===== config.mk =====
export PLATFORM = sky130hd
export DESIGN_NAME = hazard_ctrl
export DESIGN_NICKNAME = d
export VERILOG_FILES = /design/src/rtl/hazard_ctrl.sv
export SDC_FILE = /design/constraint.sdc
export NUM_CORES = 1
export LEC_CHECK = 0
export ABC_AREA = 1
export CAP_MARGIN = 5
export CORE_MARGIN = 2
export CORE_UTILIZATION = 51
export CTS_CLUSTER_DIAMETER = 50
export DETAILED_ROUTE_END_ITERATION = 10
export PLACE_DENSITY_LB_ADDON = 0.3
export SYNTH_ARGS = -nofsm -noshare
export SYNTH_HDL_FRONTEND = slang
export SYNTH_SLANG_ARGS = --single-unit

===== constraint.sdc =====
create_clock -name clk -period 2.4 [get_ports clk]
set_clock_uncertainty 0.1 [all_clocks]
set_input_delay 0.48 -clock clk [delete_from_list [all_inputs] [get_ports clk]]
set_output_delay 0.48 -clock clk [all_outputs]
set_load 0.1 [all_outputs]

===== src/rtl/hazard_ctrl.sv =====
// -----------------------------------------------------------------------------
// hazard_ctrl
//   Pipeline hazard controller for the RV32I 5-stage core (IF/ID/EX/MEM/WB).
//   Inserts load-use stalls, flushes on taken branches/jumps resolved in EX,
//   freezes the pipe while a data-memory access is outstanding, produces the
//   EX-stage operand forwarding selects and keeps saturating stall/flush
//   counters for performance debug.
//
// Parameters
//   LU_BUBBLES  bubbles inserted per load-use hazard (1..3)
//   CNT_W       width of the performance counters
//
// Ports
//   clk, rst_n                    clock (rising edge), async active-low reset
//   id_rs1/id_rs2, *_used         source registers of the ID instruction
//   ex_rs1/ex_rs2                 source registers of the EX instruction
//   ex_rd, ex_mem_read            destination / LOAD flag of the EX instruction
//   ex_redirect                   taken branch / JAL / JALR resolved in EX
//   mem_rd, mem_reg_write         MEM-stage writer
//   wb_rd, wb_reg_write           WB-stage writer
//   dmem_req, dmem_ready          data-memory handshake of the MEM stage
//   cnt_clr                       synchronous clear of both counters
//   pc_stall .. mem_wb_flush      stall/flush enables of the pipeline registers
//   fwd_a, fwd_b                  EX operand select: 00 regfile, 10 MEM, 01 WB
//   stall_cnt                     cycles with pc_stall asserted
//   flush_cnt                     redirect events taken
// -----------------------------------------------------------------------------
module hazard_ctrl #(
    parameter int LU_BUBBLES = 1,
    parameter int CNT_W      = 32
) (
    input  logic             clk,
    input  logic             rst_n,
    input  logic [4:0]       id_rs1,
    input  logic [4:0]       id_rs2,
    input  logic             id_rs1_used,
    input  logic             id_rs2_used,
    input  logic [4:0]       ex_rs1,
    input  logic [4:0]       ex_rs2,
    input  logic [4:0]       ex_rd,
    input  logic             ex_mem_read,
    input  logic             ex_redirect,
    input  logic [4:0]       mem_rd,
    input  logic             mem_reg_write,
    input  logic [4:0]       wb_rd,
    input  logic             wb_reg_write,
    input  logic             dmem_req,
    input  logic             dmem_ready,
    input  logic             cnt_clr,
    output logic             pc_stall,
    output logic             if_id_stall,
    output logic             if_id_flush,
    output logic             id_ex_stall,
    output logic             id_ex_flush,
    output logic             ex_mem_stall,
    output logic             mem_wb_flush,
    output logic [1:0]       fwd_a,
    output logic [1:0]       fwd_b,
    output logic [CNT_W-1:0] stall_cnt,
    output logic [CNT_W-1:0] flush_cnt
);

    typedef enum logic [1:0] {
        RUN      = 2'd0,
        LU_STALL = 2'd1,
        MEM_WAIT = 2'd2
    } state_t;

    // The first bubble is issued from RUN, so the counter holds the remainder.
    localparam logic [1:0] BUB_INIT = 2'(LU_BUBBLES - 1);

    state_t     state, state_nxt;
    logic [1:0] bub_cnt, bub_nxt;

    logic lu_haz;
    logic mwait;

    logic pc_stall_c, if_id_stall_c, if_id_flush_c, id_ex_stall_c;
    logic id_ex_flush_c, ex_mem_stall_c, mem_wb_flush_c;
    logic flush_evt;

    logic [1:0] fwd_a_c, fwd_b_c;

    assign lu_haz = ex_mem_read && (ex_rd != 5'd0) &&
                    ((id_rs1_used && (id_rs1 == ex_rd)) ||
                     (id_rs2_used && (id_rs2 == ex_rd)));

    assign mwait = dmem_req && !dmem_ready;

    always_comb begin
        state_nxt      = state;
        bub_nxt        = bub_cnt;
        flush_evt      = 1'b0;
        pc_stall_c     = 1'b0;
        if_id_stall_c  = 1'b0;
        if_id_flush_c  = 1'b0;
        id_ex_stall_c  = 1'b0;
        id_ex_flush_c  = 1'b0;
        ex_mem_stall_c = 1'b0;
        mem_wb_flush_c = 1'b0;

        case (state)
            RUN: begin
                if (mwait) begin
                    pc_stall_c     = 1'b1;
                    if_id_stall_c  = 1'b1;
                    id_ex_stall_c  = 1'b1;
                    ex_mem_stall_c = 1'b1;
                    mem_wb_flush_c = 1'b1;
                    state_nxt      = MEM_WAIT;
                end else if (ex_redirect) begin
                    // A load-use consumer in ID is flushed anyway, so no stall.
                    if_id_flush_c = 1'b1;
                    id_ex_flush_c = 1'b1;
                    flush_evt     = 1'b1;
                end else if (lu_haz) begin
                    pc_stall_c    = 1'b1;
                    if_id_stall_c = 1'b1;
                    id_ex_flush_c = 1'b1;
                    bub_nxt       = BUB_INIT;
                    state_nxt     = (LU_BUBBLES == 1) ? RUN : LU_STALL;
                end
            end

            LU_STALL: begin
                if (mwait) begin
                    // Remaining bubbles are kept and resumed after the wait.
                    pc_stall_c     = 1'b1;
                    if_id_stall_c  = 1'b1;
                    id_ex_stall_c  = 1'b1;
                    ex_mem_stall_c = 1'b1;
                    mem_wb_flush_c = 1'b1;
                    state_nxt      = MEM_WAIT;
                end else begin
                    pc_stall_c    = 1'b1;
                    if_id_stall_c = 1'b1;
                    id_ex_flush_c = 1'b1;
                    bub_nxt       = 2'(bub_cnt - 2'd1);
                    if (bub_cnt == 2'd1) begin
                        state_nxt = RUN;
                    end
                end
            end

            MEM_WAIT: begin
                // The ready cycle is still frozen; a redirect stays parked in EX.
                pc_stall_c     = 1'b1;
                if_id_stall_c  = 1'b1;
                id_ex_stall_c  = 1'b1;
                ex_mem_stall_c = 1'b1;
                mem_wb_flush_c = 1'b1;
                if (dmem_ready) begin
                    state_nxt = (bub_cnt == 2'd0) ? RUN : LU_STALL;
                end
            end

            default: begin
                state_nxt = RUN;
                bub_nxt   = 2'd0;
            end
        endcase
    end

    function automatic logic [1:0] fwd_sel(input logic [4:0] rs);
        if (mem_reg_write && (mem_rd != 5'd0) && (mem_rd == rs)) begin
            return 2'b10;
        end else if (wb_reg_write && (wb_rd != 5'd0) && (wb_rd == rs)) begin
            return 2'b01;
        end
        return 2'b00;
    endfunction

    assign fwd_a_c = fwd_sel(ex_rs1);
    assign fwd_b_c = fwd_sel(ex_rs2);

    always_ff @(posedge clk or negedge rst_n) begin
        if (!rst_n) begin
            state     <= RUN;
            bub_cnt   <= 2'd0;
            stall_cnt <= '0;
            flush_cnt <= '0;
        end else begin
            state   <= state_nxt;
            bub_cnt <= bub_nxt;

            if (cnt_clr) begin
                stall_cnt <= '0;
            end else if (pc_stall_c && (stall_cnt != '1)) begin
                stall_cnt <= stall_cnt + CNT_W'(1);
            end

            if (cnt_clr) begin
                flush_cnt <= '0;
            end else if (flush_evt && (flush_cnt != '1)) begin
                flush_cnt <= flush_cnt + CNT_W'(1);
            end
        end
    end

    // Every output is held low while reset is asserted, independent of inputs.
    assign pc_stall     = rst_n & pc_stall_c;
    assign if_id_stall  = rst_n & if_id_stall_c;
    assign if_id_flush  = rst_n & if_id_flush_c;
    assign id_ex_stall  = rst_n & id_ex_stall_c;
    assign id_ex_flush  = rst_n & id_ex_flush_c;
    assign ex_mem_stall = rst_n & ex_mem_stall_c;
    assign mem_wb_flush = rst_n & mem_wb_flush_c;
    assign fwd_a        = rst_n ? fwd_a_c : 2'b00;
    assign fwd_b        = rst_n ? fwd_b_c : 2'b00;

endmodule

Yosys cells after proc, flatten, opt, wreduce, memory -nomap -nowiden:

Cells that the tools add are included.

* ROM bits: 0
* input bits: 46
* bits in registers: 68
* output and inout bits: 75
* latch bits: 0
* memories: 0
* word-level logic and storage cells: 97
* memory bits (writable): 0

* bitwise logic cells: 5
* $lt $le $gt $ge: 0
* shift operators: 0
* $mul: 0
* add/sub/neg operators: 3
* reduce and logical (&&, ||, !) cells: 26
* mux-type cells: 40
* div/mod/pow operators: 0
* equal/unequal tests: 19

Operators by type and width (count)
* 32-bit 2-to-1 mux: 4
* 32-bit by 1-bit adder with 32-bit output, second input constant: 2
* 32-bit inequality test, second input constant: 2
* 2-bit 2-to-1 mux: 16
* 5-bit == test: 6
* 1-bit 2-to-1 mux: 15
* 5-bit nonzero test: 3
* 1-bit logical AND: 13
* 2-bit one-hot mux with 3 select lines: 2
* 2-bit inequality test, second input constant: 5
* 3-bit inequality test, second input constant: 3
* 1-bit one-hot mux with 2 select lines: 3
* 5-bit AND reduction: 1
* 1-bit AND: 4
* 2-bit by 1-bit == test with 1-bit output, second input constant: 2
* 2-bit logical NOT: 2
* 4-bit AND reduction: 1
* 2-bit nonzero test: 2
* 2-bit OR reduction: 2
* 2-bit == test, second input constant: 1
* 2-bit by 1-bit subtractor with 2-bit output, second input constant: 1
* 1-bit logical NOT: 1
* 1-bit logical OR: 1
* 1-bit inverter: 1

Longest topological paths before layout:

Gate-level depths: netlist (run 1).

* word-level depth: 11
* gate-level depth with buffers: 13
* gate-level depth less buffers: 13

Worst setup path after synthesis (run 1):

No wires, ideal clock.

* kind: input port to output port
* start: input ex_rd[2]
* end: output pc_stall
* arrival: 2.894 ns
* slack: -1.074 ns
* required time: 1.820 ns
* cell stages on the path: 10
* buffers on the path: 1
* cell sequence: inv_1 -> nor2_1 -> nor2_1 -> nand3_1 -> nand2_1 -> nand4_1 -> nand2_1 -> nand2_1 -> nor2_1 -> buf_4

* longest elaborated chain between the ends: 9
* elaborated cells on any way between the ends: 13
* those cells by class: 2 x eq/ne; 4 x mux; 1 x bitwise; 6 x reduce/logical

Ends and longest elaborated chain
* start, declared: RTL line 40 `input logic [4:0] ex_rd,`
* 5-bit == test (on tied branches): RTL line 85, 86
* 1-bit logical AND (on tied branches): RTL line 85, 86
* 1-bit logical OR: RTL line 85 `((id_rs1_used && (id_rs1 == ex_rd)) ||`
* 1-bit logical AND *: RTL line 84 `assign lu_haz = ex_mem_read && (ex_rd != 5'd0) &&`
* 1-bit 2-to-1 mux * (3 in series)
* 1-bit one-hot mux with 2 select lines *
* 1-bit AND *
* end, declared: RTL line 50 `output logic pc_stall,`

Every way passes the cells marked *; elsewhere a longest branch is shown, timed or not.

Worst setup path after layout (run 1):

* start: input mem_rd[2]
* end: output fwd_b[0]

* longest elaborated chain between the ends: 6
* elaborated cells on any way between the ends: 8
* those cells by class: 1 x eq/ne; 4 x mux; 3 x reduce/logical

Ends and longest elaborated chain
* start, declared: RTL line 43 `input logic [4:0] mem_rd,`
* 5-bit nonzero test: RTL line 165 `if (mem_reg_write && (mem_rd != 5'd0) && (mem_rd == rs)) begin`
* 1-bit logical AND: RTL line 165
* 1-bit logical AND *: RTL line 165
* 2-bit 2-to-1 mux / 1-bit 2-to-1 mux (equally long branches): RTL line 165
* 2-bit 2-to-1 mux *: RTL line 170 `return 2'b00;`
* 2-bit 2-to-1 mux *: RTL line 209 `assign fwd_b = rst_n ? fwd_b_c : 2'b00;`
* end, declared: RTL line 58 `output logic [1:0] fwd_b,`

Marked as above.

==> impl_metrics.ini, run 1 <==
[clock_tree]
clkSinkCount = 68
clock-root-buffer = clkbuf_8
clk_latency_ns = 0.35
cts-htree-levels = 3
clockBufferDepth = 2
clkTransAtPathRegs_ns = 0.08
cts_tree = built
cts_buffers = 9

[critical_path]
r2r_cells = 16
reg2reg_to = stall_cnt[29]
startpoint = mem_rd[2]
criticalPathCategory = input pin to output port
crit_buf_inv = 3
worstPathRequired_ns = 1.82
r2r_slack_ns = 0.11
r2r-start = state[1]
crit_chain = buf_2, or2_4, o41ai_4, nor4_2, buf_4, nor2_4, buf_12
critPathArrivalTime_ns = 1.79
cp-start-kind = input pin
crit_family = buffers and inverters
slowest_delay_ns = 0.38
slowest_stage = o41ai_4
worst_setup_path_end_kind = output port
critPathMaxFanout = 3

[timing]
period_needed_ns = 2.37
rsz0062_at_grt = true
clock.fmax_ghz = 0.423
hold-worst-slack_ns = 0.320
worst_pin_slew_ns = 0.872
finalSetupViolCount = 0
fin_ws_ns = 0.0346
slew-limit-headroom_pct = 41.9
period_share_pct = 98.6
drv_slew = 0
hold_viol = 0

[place]
place_area_mm2 = 0.00669
dp_cells = 1029
gp_congestion = 0.943
numPortBuffers = 120
place_ws_ns = -0.383
place_hpwl_um = 11000

[routing]
drt-pass1-iter-count = 7
drcViolationCount = 0
ant_nets = 0
routed_wl_um = 15300
wire_per_inst_um = 14.5
drtIter0Drc = 348
drt-vias-per-instance = 5.40
num_vias = 5711

[floorplan]
die_area_mm2 = 0.0110
die_h_um = 105
rows = 36
die_w_um = 105
core_area_mm2 = 0.00982
num_io_pins = 121
initial_utilization_pct = 52.6

[global_routing]
grt_util_all_layers_pct = 27.5
grt_pass1_vias = 5635
grt_max_degree = 69
grt_overflow = 0
grt_pass1_wl_um = 25400
antenna_found_initial = 0

[hold_path]
hold_path.class = input pin to asynchronous set/reset pin

[synth]
ys_async_sr_fraction_pct = 100
avgSynthCellArea_um2 = 6.75
yosys-top-cells-area = dfrtp_1 33%, nand2_1 16%, nand3_1 7.0%
yosys_warnings = 0
yosys.cell_types.count = 38
synth_edf_count = 0
postSynthNetCount = 821
synthMostInstantiatedCell = nand2_1
synthCells = 766
synth-seq-cells = 68
synth.top_cells.by_count = 222 x nand2_1, 94 x nor2_1, 88 x inv_1
yosysTopAreaCellShare_pct = 32.9
synth_area_mm2 = 0.00517
ys.flop_type = dfrtp_1
seq_area_frac_synth_pct = 32.9
synth_top_area_cell = dfrtp_1

[layout]
instances_no_fill = 1057
fin_area_mm2 = 0.00707
area_growth_pct = 36.9
drive_gt1_share_pct = 25.5
fillers = 789
n_antenna_cell = 0
multiInputGateArea_mm2 = 0.00319
nNetsFinal = 974
seq_area_mm2 = 0.00171

[pwr]
cellPowerDensity_mw_per_mm2 = 563
ir_worst_vdd_mv = 0.369
leakage_nw = 3.51

[outcome]
outcome = finished, final reports clean

[flow_run]
maxCapViolCount = 0
## sequential cells by signal, indices dropped and copies added (netlist names)
name       cells
state          2
bub_cnt        2
stall_cnt     32
flush_cnt     32
## cell usage in the layout, fill, tap and decap left out, drive strengths merged
cell type	instances
nor4	6
o41ai	1
a31oi	1
nand3b	2
clkbuf	27
xor2	35
nor3	29
a2111oi	1
o31ai	6
xnor2	12
or2	4
a21o	1
nor2	96
dfrtp	68
clkdlybuf4s50	4
nand3	73
inv	91
o22ai	2
and3b	1
a21oi	23
nand2	225
dlygate4sd2	12
buf	121
o21ai	28
clkinv	6
nor3b	6
nand4	22
dlymetal6s2s	4
clkdlybuf4s15	7
ha	9
a211oi	1
## metal layers
layer  track usage [%]  up-vias  share of wire (%)
met3              5.18       28                6.3
met5                 0        -                  0
li1                  -     2778                  -
met2              47.9      215                 52
met1              34.9     2690                 41
met4              8.00        0                1.4
## report_power, final
group          switching [mW]  total [mW]  internal, mW
clock                   0.470       0.845         0.375
sequential             0.0602        1.26          1.20
combinational            1.17        1.87         0.708
## area by class of cell
type | count | area share, %
Clock buffer | 10 | 1.80
Clock inverter | 6 | 0.584
Inverter | 91 | 4.83
Multi-Input combinational cell | 584 | 45.1
Sequential cell | 68 | 24.2
Tap cell | 133 | 2.35
Timing Repair Buffer | 165 | 21.1
## stage by stage
step | utilization (%) | power, mW | setup TNS, ns
floorplan | - | 2.34 | -0.468
global placement | 68.1 | 2.79 | -1.79
detailed placement | 68.1 | 2.85 | -3.05
CTS | 70.5 | 3.78 | 0
global route | 72.0 | 4.17 | -0.0787
finish | 72.0 | 3.98 | 0
## cell families (layout without fill, tap and decap cells)
group           count (synthesis)  after routing  share of synthesized area, %
buf+inv                       114            272                          9.71
simple gates                  464            464                          40.4
compound gates                 64             64                          6.80
flops                          68             68                          32.9
fa+ha+maj                       9              9                          2.18
xor+xnor                       47             47                          7.97
## worst max-delay path by stage
stage                         end  slack [ns]  depth (start not counted)
global placement         fwd_b[1]       -0.32                          8
finish                   fwd_b[0]        0.03                          7
CTS                 stall_cnt[23]       0.007                         17
detailed placement       fwd_b[0]       -0.38                          8
floorplan                pc_stall       -0.23                         10
global route             pc_stall       -0.03                         12
## what timing repair did
item	in CTS	in global routing
setup endpoints to repair	8	39
gates resized for setup	71	71
buffers inserted	7	4
pin swaps	22	30
cloned	0	3
hold buffers	0	0
No activity file was read; power rests on OpenSTA's default activity.
==> run 2, diff against run 1 <==
CELL_PAD_IN_SITES_DETAIL_PLACEMENT = 1   (was not set)
CELL_PAD_IN_SITES_GLOBAL_PLACEMENT = 1   (was not set)
CORE_UTILIZATION = 36   (was 51)
SLEW_MARGIN = 20   (was not set)
==> run 2 against run 1 <==
Largest cell class unchanged. Highest routed layer unchanged. Critical path depth grew 3. Critical path type unchanged. Via count grew 0.98%. Global-route usage shrank 2.7 points.
==> impl_metrics.ini, run 2 (synthesis gave the netlist of run 1 again) <==
[pwr]
leakage_nw = 3.54
seq_power_share_pct = 28.6
p_sw_mw = 1.74
ir_worst_vdd_mv = 0.393
total_power_mw = 4.39
p_clk_share_pct = 31.3
switching_share_pct = 39.7
p_int_mw = 2.65
cellPowerDensity_mw_per_mm2 = 610
combPwrFrac_pct = 40.0

[critical_path]
worst_setup_path_end_kind = output port
r2r_cells = 15
reg2reg_to = stall_cnt[30]
r2r-start = state[1]
r2r_slack_ns = 0.24
worstPathRequired_ns = 1.82
critPathMaxFanout = 2
critPathArrivalTime_ns = 1.79
cp-start-kind = input pin
criticalPathCategory = input pin to output port

[routing]
ant_nets = 0
wire_per_inst_um = 16.5
drt-pass1-iter-count = 6
drt-vias-per-instance = 5.19
drtIter0Drc = 382
drcViolationCount = 0
num_vias = 5767
routed_wl_um = 18300

[place]
gp_congestion = 0.870
place_hpwl_um = 13600
numPortBuffers = 120
dp_cells = 1087
place_area_mm2 = 0.00682

[layout]
fillers = 1827
fin_area_mm2 = 0.00720
final_cell_mix = 217 x nand2_1, 113 x buf_4, 87 x nor2_1
multiInputGateArea_mm2 = 0.00316
drive_gt1_share_pct = 24.3
n_antenna_cell = 0
seq_area_mm2 = 0.00171
top_regs = flush_cnt: 32 flops, stall_cnt: 32 flops
area_growth_pct = 39.4
nNetsFinal = 981
instances_no_fill = 1111
final_common_cell = nand2_1

[timing]
hold_viol = 0
drv_slew = 0
hold-worst-slack_ns = 0.351
finalSetupViolCount = 0
period_needed_ns = 2.37
clock.fmax_ghz = 0.422
slew-limit-headroom_pct = 36.8
worst_pin_slew_ns = 0.947
period_share_pct = 98.7

[outcome]
outcome = finished, final reports clean

[floorplan]
die_h_um = 124
initial_utilization_pct = 37.1
num_io_pins = 121
rows = 43
die_area_mm2 = 0.0153
die_w_um = 124
core_area_mm2 = 0.0139

[hold_path]
hold_path.class = input pin to asynchronous set/reset pin

[global_routing]
antenna_found_initial = 0
grt_pass1_wl_um = 29900
grt_util_all_layers_pct = 24.8
grt_overflow = 0
grt_max_degree = 69
grt_pass1_vias = 6197

[clock_tree]
cts_tree = built
clkTransAtPathRegs_ns = 0.06
cts_buffers = 9
clkSinkCount = 68
hold_buffers = 0
clk_latency_ns = 0.35
clockBufferDepth = 2
clock-root-buffer = clkbuf_16
cts-htree-levels = 3

[flow_run]
maxCapViolCount = 0
-- run 2: cell types whose count changed in the layout (fill, tap and decap cells not counted), sizes merged --
| cell | previous run | this run |
|---|---|---|
| clkinv | 6 | 3 |
| clkdlybuf4s15 | 7 | 6 |
| dlymetal6s2s | 4 | 0 |
| buf | 121 | 131 |
| bufinv | 0 | 1 |
| clkinvlp | 0 | 2 |
| dlygate4sd2 | 12 | 14 |
| clkdlybuf4s50 | 4 | 6 |
| clkbuf | 27 | 25 |
-- run 2: how the worst max path moves through the flow --
stage / from / cells past startpoint / endpoint / slack [ns]
2_1_floorplan: ex_rd[2] / 10 / pc_stall / -0.23
3_3_place_gp: mem_rd[3] / 7 / fwd_b[1] / -0.34
3_5_place_dp: mem_rd[3] / 7 / fwd_b[1] / -0.45
4_1_cts: ex_rd[0] / 12 / pc_stall / 0.0006
5_1_grt: dmem_ready / 11 / if_id_stall / -0.03
6_report: dmem_req / 10 / if_id_stall / 0.03
-- run 2: what timing repair did --
item,4_1_cts,5_1_grt
buffers inserted,7,2
setup endpoints to repair,8,7
pin swaps,27,20
gates resized for setup,80,41
-- run 2: routing by layer --
metal	up-vias	wire length, um	GRT usage [%]	part of all wire [%]
met3	31	798	4.95	4.4
li1	2772	-	-	-
met2	127	9460	45.7	52
met4	0	414	9.02	2.3
met1	2837	7630	28.3	42
met5	-	0	0	0
-- run 2: power by group through the flow --
stage / registers, mW / clock network, mW / logic [mW]
2_1_floorplan: 1.47 / 0 / 0.865
3_3_place_gp: 1.28 / 0 / 1.59
3_5_place_dp: 1.28 / 0 / 1.63
4_1_cts: 1.26 / 1.41 / 1.74
5_1_grt: 1.26 / 1.44 / 1.88
6_report: 1.26 / 1.38 / 1.76
-- run 2: critical path, cell delays in order --
cell and delay, ns:
clkdlybuf4s50_1 0.47, nand2_2 0.07, inv_2 0.05, nand2_1 0.07, nand2_1 0.09, inv_1 0.06
nand2_2 0.09, nand2_4 0.06, nor2_4 0.15, buf_12 0.20
-- run 2: cell type report --
| cell class | count | area share [%] |
|---|---|---|
| Timing Repair Buffer | 172 | 20.3 |
| Clock inverter | 6 | 0.886 |
| Sequential cell | 68 | 23.8 |
| Tap cell | 180 | 3.13 |
| Multi-Input combinational cell | 584 | 43.8 |
| Inverter | 91 | 4.74 |
| Clock buffer | 10 | 3.32 |
-- run 2: metrics by stage --
step                util [%]  setup WS [ns]  TNS (ns)
finish                  51.7         0.0307         0
global placement        48.9         -0.338     -2.02
floorplan                  -         -0.225    -0.468
detailed placement      48.9         -0.452     -4.43
CTS                     51.9       0.000629         0
global route            51.7        -0.0283   -0.0560
==> run 3, diff against run 2 <==
CELL_PAD_IN_SITES_GLOBAL_PLACEMENT = 2   (was 1)
CORE_UTILIZATION = 27   (was 36)
PLACE_DENSITY_LB_ADDON = 0.25   (was 0.3)
SLEW_MARGIN = 0   (was 20)
==> run 3 against run 2 <==
Flip-flop and latch count did not move. Sequential power barely moved. Non-clock buffer count rose by 7. Via count fell by 2.5%. Routed wire length rose by 0.62%. Hold slack got worse by 0.21 ns. Utilization fell by 13 points. Global-route usage fell by 6.3 points. Design area rose by 1.9%. Die area rose by 32%. Critical endpoint is now fwd_b[0]. Highest routed layer unchanged.
==> impl_metrics.ini, run 3 (synthesis gave the netlist of run 1 again) <==
[outcome]
outcome = finished, final reports clean

[clock_tree]
cts_buffers = 9
clkSinkCount = 68
hold_buffers = 0
clkTransAtPathRegs_ns = 0.06
clock-root-buffer = clkbuf_16
clockBufferDepth = 2
clk_latency_ns = 0.34
cts_tree = built
cts-htree-levels = 3

[pwr]
ir_worst_vdd_mv = 0.362
leakage_nw = 3.59
cellPowerDensity_mw_per_mm2 = 589

[critical_path]
worstPathRequired_ns = 1.82
slowest_stage = a2111oi_4
worst_setup_path_end_kind = output port
criticalPathCategory = input pin to output port
slowest_delay_ns = 0.29
critPathArrivalTime_ns = 1.77
critPathMaxFanout = 2
cp-start-kind = input pin
crit_chain = dlygate4sd2_1, xor2_1, a2111oi_4, nand4_1, nor2_4, buf_12

[global_routing]
grt_pass1_wl_um = 29900
grt_util_all_layers_pct = 18.5
grt_pass1_vias = 5987
grt_overflow = 0
grt_max_degree = 40
antenna_found_initial = 0

[routing]
drt-vias-per-instance = 4.80
drcViolationCount = 0
wire_per_inst_um = 15.7
num_vias = 5621
routed_wl_um = 18400
ant_nets = 0
drtIter0Drc = 182
drt-pass1-iter-count = 4

[layout]
final_cell_mix = 216 x nand2_1, 119 x buf_4, 85 x nor2_1
area_growth_pct = 42.0
final_core_util_pct = 39.1
top_regs = flush_cnt: 32 flops, stall_cnt: 32 flops
drive_gt1_share_pct = 24.7
fin_area_mm2 = 0.00734
fillers = 2367
nNetsFinal = 988
n_antenna_cell = 0
final_common_cell = nand2_1

[timing]
drv_slew = 0
finalSetupTns_ns = 0
fin_ws_ns = 0.0460
slew-limit-headroom_pct = 58.9
period_share_pct = 98.1
finalSetupViolCount = 0
clock.fmax_ghz = 0.425
hold_viol = 0
hold-worst-slack_ns = 0.139
worst_pin_slew_ns = 0.611
period_needed_ns = 2.35

[floorplan]
rows = 50
die_area_mm2 = 0.0203
initial_utilization_pct = 27.5
core_area_mm2 = 0.0188
die_w_um = 142
num_io_pins = 121
die_h_um = 142

[place]
place_area_mm2 = 0.00700
numPortBuffers = 120
place_hpwl_um = 14300
gp_congestion = 0.826
place_ws_ns = -0.509

[hold_path]
hold_path.class = input pin to asynchronous set/reset pin

[flow_run]
maxCapViolCount = 0
==> run 3: cell count changes in the layout (fill, tap and decap cells not counted), moves of 4 or more <==
cell           delta
buf_2             +4
buf_4             +6
dlygate4sd2_1     -4
clkbuf_2          -4
==> run 3: worst max-delay path: cells and delay by family <==
family	cells	cell delay, ns
buffers and inverters	2	0.45
and+or+nand+nor	2	0.38
AOI/OAI and AO/OA	1	0.29
xor gates and xnor gates	1	0.17
==> run 3: final timing paths <==
kind,from,end,slack [ns],cells after the start
hold reg to reg,bub_cnt[1],bub_cnt[1],0.39,2
hold / removal,rst_n,stall_cnt[24],0.14,2
setup / recovery,wb_rd[1],fwd_b[0],0.05,6
min in group clk,bub_cnt[1],bub_cnt[1],0.39,2
max in group asynchronous,rst_n,flush_cnt[3],1.69,2
setup reg to reg,flush_cnt[16],flush_cnt[29],0.30,7
==> run 3: report_power, final <==
group          internal [mW]  switching (mW)  total, mW
logic                  0.626            1.14       1.76
clock network          0.796           0.495       1.29
registers               1.20          0.0626       1.27
total                   2.63            1.70       4.32
==> run 3: final cells by class <==
cell class                      instances  area (um^2)  area share, %
Multi-Input combinational cell        584         3160           43.0
Sequential cell                        68         1710           23.4
Timing Repair Buffer                  179         1550           21.2
Inverter                               91          342           4.66
Tap cell                              234          293           3.99
Clock buffer                           12          236           3.22
Clock inverter                          3         40.0          0.546
==> run 3: what timing repair did <==
action                                  4_1_cts  5_1_grt
setup buffers                                 4        1
endpoints found under the setup margin        7        7
gates resized for setup                      83       47
pin swaps                                    26       26
==> run 3: routing by layer <==
| layer | vias up | global-route usage (%) | wire [um] |
|---|---|---|---|
| met5 | - | 0 | 0 |
| met4 | 0 | 4.12 | 188 |
| met3 | 15 | 4.27 | 770 |
| met2 | 90 | 34.3 | 9330 |
| met1 | 2730 | 21.7 | 8120 |
| li1 | 2786 | - | - |
==> run 3: metrics by stage <==
step | std cells | total power [mW]
floorplan | 766 | 2.34
global placement | 1151 | 2.95
detailed placement | 1151 | 2.99
CTS | 1170 | 4.37
global route | 1171 | 4.55
finish | 1171 | 4.32
==> patch 1, RTL diff (settings of run 1) <==
Encoding of `state_t`: now one-hot (3 bits for 3 states).
--- a/src/rtl/hazard_ctrl.sv
+++ b/src/rtl/hazard_ctrl.sv
@@ -60,10 +60,10 @@
     output logic [CNT_W-1:0] flush_cnt
 );
 
-    typedef enum logic [1:0] {
-        RUN      = 2'd0,
-        LU_STALL = 2'd1,
-        MEM_WAIT = 2'd2
+    typedef enum logic [2:0] {
+        RUN      = 3'b001,
+        LU_STALL = 3'b010,
+        MEM_WAIT = 3'b100
     } state_t;
 
     // The first bubble is issued from RUN, so the counter holds the remainder.
Check against the original RTL: same outputs for any inputs over 4 cycles, from zero or initial values and one cycle with rst_n low; so few cycles prove little.
==> patch 1 against run 1 <==
The run now ends with setup timing left; wire length grew 6.9%; die area grew 1.7%; sequential cell count grew 1; final area is 2.1% higher; count of clock-buffer cells in the layout stayed put; worst hold slack worse by 100 ps; area after synthesis grew 1.7%; setup slack got worse by 74 ps; power fell by 8.5%; register-to-register slack better by 60 ps.
==> patch 1: results (changes against run 1) <==
[status]
violations=setup timing
status=finished, violations left

[sta]
fin_setup_tns_ps=-97.4  ; -97.4 ps
setup_viol=4  ; +4
setup_slack_ps=-39.7  ; -74.3 ps
max_slew_margin_pct=41.1  ; -0.77 points

[routing]
drt-initial-drc-count=429  ; +23%
firstDrtPassIters=5  ; -2
vias_per_cell=5.39  ; -0.28%

[critical_path]
reg2reg_depth=11  ; -5
cp_slowest_cell=clkdlybuf4s50_1
worstPathArrival_ps=1860  ; +70 ps
startpoint=dmem_ready
critPathMaxStageDelay_ps=500  ; +120 ps
r2r_end=stall_cnt[3]
reg2reg_from=stall_cnt[0]
path_max_fanout=5  ; +2
r2r_slack_ps=170  ; +60 ps

[global_route]
grt_max_degree=70  ; +1.4%
grt_pass1_vias=5732  ; +1.7%
grt_use_total_pct=30.1  ; +2.6 points

[synthesis]
synth.distinct_cells=37  ; -2.6%
ys_seq_area_share_pct=32.9  ; -0.064 points
synth_compound_area_share_pct=5.02  ; -1.8 points
synth.net_count=868  ; +5.7%
synth-adder-area-share_pct=0.952  ; -1.2 points
yosys-top-cells-area=dfrtp_1 32%, nand2_1 18%, nor2_1 8.7%
synthTopCellsByCount=259 x nand2_1, 122 x nor2_1, 83 x inv_1

[place]
place_area_um2=6850  ; +2.3%
dp_hpwl_um=12100  ; +10%

[finish]
reg_top3=flush_cnt: 32 flops, stall_cnt: 32 flops, state: 3 flops
drive_above_1_share_pct=22.0  ; -3.5 points
final_nets=1017  ; +4.4%

[power_and_ir_drop]
power_switching_mw=1.46  ; -14%
power_leakage_nw=3.33  ; -5.0%

patch 1: changes by cell type after synthesis, moves of 7 or more:
cell / run 1 / this run
nand2_1: 222 / 259
nor2_1: 94 / 122
a21oi_1: 23 / 5
nor3_1: 25 / 37
o21ai_1: 0 / 11
nand4_1: 21 / 28
patch 1: timing repair:
action / 4_1_cts / 5_1_grt
pin swaps: 24 / 20
gates cloned: 0 / 0
buffers inserted: 9 / 2
gates resized for setup: 81 / 26
setup endpoints to repair: 10 / 10
patch 1: cells by family after synthesis:
group | count (synthesis)
flops | 69
fa+ha+maj | 4
xor+xnor | 47
simple gates | 538
buf+inv | 112
compound gates | 48
patch 1: worst min path at each step:
stage,cells after the start,slack (ps),to
CTS,2,270,flush_cnt[10]
global route,2,300,flush_cnt[12]
global placement,2,380,bub_cnt[1]
floorplan,0,80,bub_cnt[0]
detailed placement,2,380,bub_cnt[1]
finish,2,220,flush_cnt[9]
patch 1: worst max-delay path: cells and delay by family:
kind | cells | cell delay, ps
compound gates | 1 | 240
buf+inv | 5 | 920
simple gates | 2 | 200
patch 1: final cells by class:
| cell class | count | area [µm²] |
|---|---|---|
| clock buffers | 10 | 138 |
| clock inverters | 6 | 70.1 |
| fillers | 879 | 2960 |
| inverters | 86 | 355 |
| multi-input cells | 637 | 3250 |
| flip-flops and latches | 69 | 1740 |
| well taps | 136 | 170 |
| repair buffers | 164 | 1500 |
patch 1: metal layers:
metal	track usage (%)	vias to the layer above	part of all wire, %
met1	38.5	2777	42
met4	11.7	0	3.2
met3	3.96	49	5.8
met2	51.8	235	49
li1	-	2909	-
met5	0	-	0
patch 1: through the flow:
stage          instances  util (%)  hold slack, ps
6_report            1108      70.9             215
5_1_grt             1108      70.9             299
4_1_cts             1108      70.4             268
3_5_place_dp        1083      67.2             382
3_3_place_gp        1083      67.2             375
2_1_floorplan        818         -            84.4
patch 1: power groups by stage:
| stage | clock network (mW) | logic [mW] | registers, mW |
|---|---|---|---|
| finish | 1.04 | 1.34 | 1.27 |
| global placement | 0 | 1.17 | 1.28 |
| detailed placement | 0 | 1.18 | 1.28 |
| global route | 1.10 | 1.42 | 1.28 |
| CTS | 1.04 | 1.26 | 1.27 |
| floorplan | 0 | 0.648 | 1.43 |
==> patch 2, RTL diff (config.mk and constraints of run 1) <==
Made on the original files. Set the parameter `CNT_W` to 16 (it was 32).
--- a/src/rtl/hazard_ctrl.sv
+++ b/src/rtl/hazard_ctrl.sv
@@ -27,7 +27,7 @@
 // -----------------------------------------------------------------------------
 module hazard_ctrl #(
     parameter int LU_BUBBLES = 1,
-    parameter int CNT_W      = 32
+    parameter int CNT_W      = 16
 ) (
     input  logic             clk,
     input  logic             rst_n,
Interface: changed (resized flush_cnt and stall_cnt); port bits go from 121 to 89. No check against the original RTL was run, so the function may have changed too.
==> patch 2 against run 1 <==
Synthesized cell count decreased by 44%; via count decreased by 44%; sequential cell count decreased by 32; sequential share of layout area decreased by 2.9 points; critical path depth increased by 1; power decreased by 33%; combinational power decreased by 25%; final area decreased by 40%; first-iteration DRC count decreased by 64%; setup slack improved by 4.0 ps; area after synthesis decreased by 44%; wire length decreased by 48%.
==> patch 2: results (changes against run 1) <==
[status]
status=finished clean

[place]
gp_congestion=0.906  ; -4.0%
numPortBuffers=88  ; -27%
dp_hpwl_um=6140  ; -44%
place_ws_ps=-406  ; -23.0 ps
place_area_um2=4080  ; -39%

[power_and_ir_drop]
power_leakage_nw=2.14  ; -39%
vdd_ir_drop_max_uv=696  ; +89%

[synthesis]
synthFlopType=dfrtp_1
synth.net_count=484  ; -41%
synthTopCellsByCount=118 x nand2_1, 59 x inv_1, 53 x nor2_1
synth.distinct_cells=34  ; -11%
yosys-top-cells-area=dfrtp_1 31%, nand2_1 15%, inv_1 7.7%
ys_seq_area_share_pct=31.3  ; -1.6 points

[global_route]
grt_pass1_wl_um=13600  ; -46%
grt_use_total_pct=26.9  ; -0.66 points
grt_overflow=0  ; unchanged
grt_pass1_vias=3267  ; -42%
grt_max_degree=25  ; -64%
antenna_found_initial=0  ; unchanged

[critical_path]
reg2reg_depth=8  ; -8
cp_slowest_cell=o41ai_2
r2r_end=flush_cnt[9]
crit_family=buffers and inverters
critPathMaxStageDelay_ps=270  ; -110 ps
r2r_slack_ps=300  ; +190 ps
path_max_fanout=2  ; -1

[clocking]
post_cts_buffers=2  ; -5
cts_resized=74  ; +4.2%
h-tree-depth=2  ; -1
insertion_delay_ps=290  ; -60 ps
cts_buffers=5  ; -4

[routing]
drt_wl_total_um=8000  ; -48%
route.met3.wl_um=520  ; -46%
firstDrtPassIters=4  ; -3
met1Wirelength_um=3160  ; -49%
route.met2.wl_um=4230  ; -46%
drt-initial-drc-count=126  ; -64%
routed.top_layer=met4
vias_per_cell=5.16  ; -4.5%

[finish]
drive_above_1_share_pct=27.0  ; +1.5 points
reg_top3=flush_cnt: 16 flops, stall_cnt: 16 flops
final_nets=598  ; -39%

[sta]
tightestPinTransition_ps=449  ; -422 ps

[patch 2: worst max-delay path by stage]
| stage | from | endpoint | slack (ps) | depth (start not counted) |
|---|---|---|---|---|
| after floorplan | mem_rd[3] | fwd_b[1] | -180 | 5 |
| after global placement | mem_rd[2] | fwd_b[1] | -330 | 8 |
| after detailed placement | mem_rd[2] | fwd_b[1] | -410 | 8 |
| after CTS | ex_rd[2] | pc_stall | 1 | 12 |
| after global routing | ex_rs1[1] | fwd_a[0] | -8 | 7 |
| final | mem_rd[4] | fwd_a[0] | 40 | 8 |
[patch 2: cells by family (layout without fill, tap and decap cells)]
group | count (synthesis) | in the layout | share of synthesized area (%)
DFF | 36 | 36 | 31.3
xor gates and xnor gates | 28 | 28 | 8.53
adders and majority gates | 9 | 9 | 3.91
buffers and inverters | 71 | 186 | 10.2
and+or+nand+nor | 243 | 243 | 37.9
AOI/OAI and AO/OA | 42 | 42 | 8.18
[patch 2: metrics by stage]
stage | hold slack (ps) | instances
CTS | 69.3 | 614
floorplan | 84.4 | 429
detailed placement | 384 | 604
global placement | 371 | 604
finish | 77.5 | 616
global route | 75.5 | 616
[patch 2: layer usage]
| layer | track usage, % | up-vias |
|---|---|---|
| li1 | - | 1592 |
| met1 | 29.6 | 1470 |
| met2 | 50.3 | 106 |
| met3 | 6.25 | 10 |
| met4 | 8.97 | 0 |
| met5 | 0 | - |
[patch 2: layout make-up]
type                    instances  area [µm²]
multi-input cells             322        1850
fillers                       401        1220
repair buffers                118        1070
flip-flops and latches         36         908
inverters                      60         225
well taps                      72        90.1
clock buffers                   5        68.8
clock inverters                 3        42.5
[patch 2: report_power, final]
group / switching, mW / internal (mW)
combinational: 0.947 / 0.459
sequential: 0.0664 / 0.669
clock: 0.229 / 0.307
total: 1.24 / 1.44
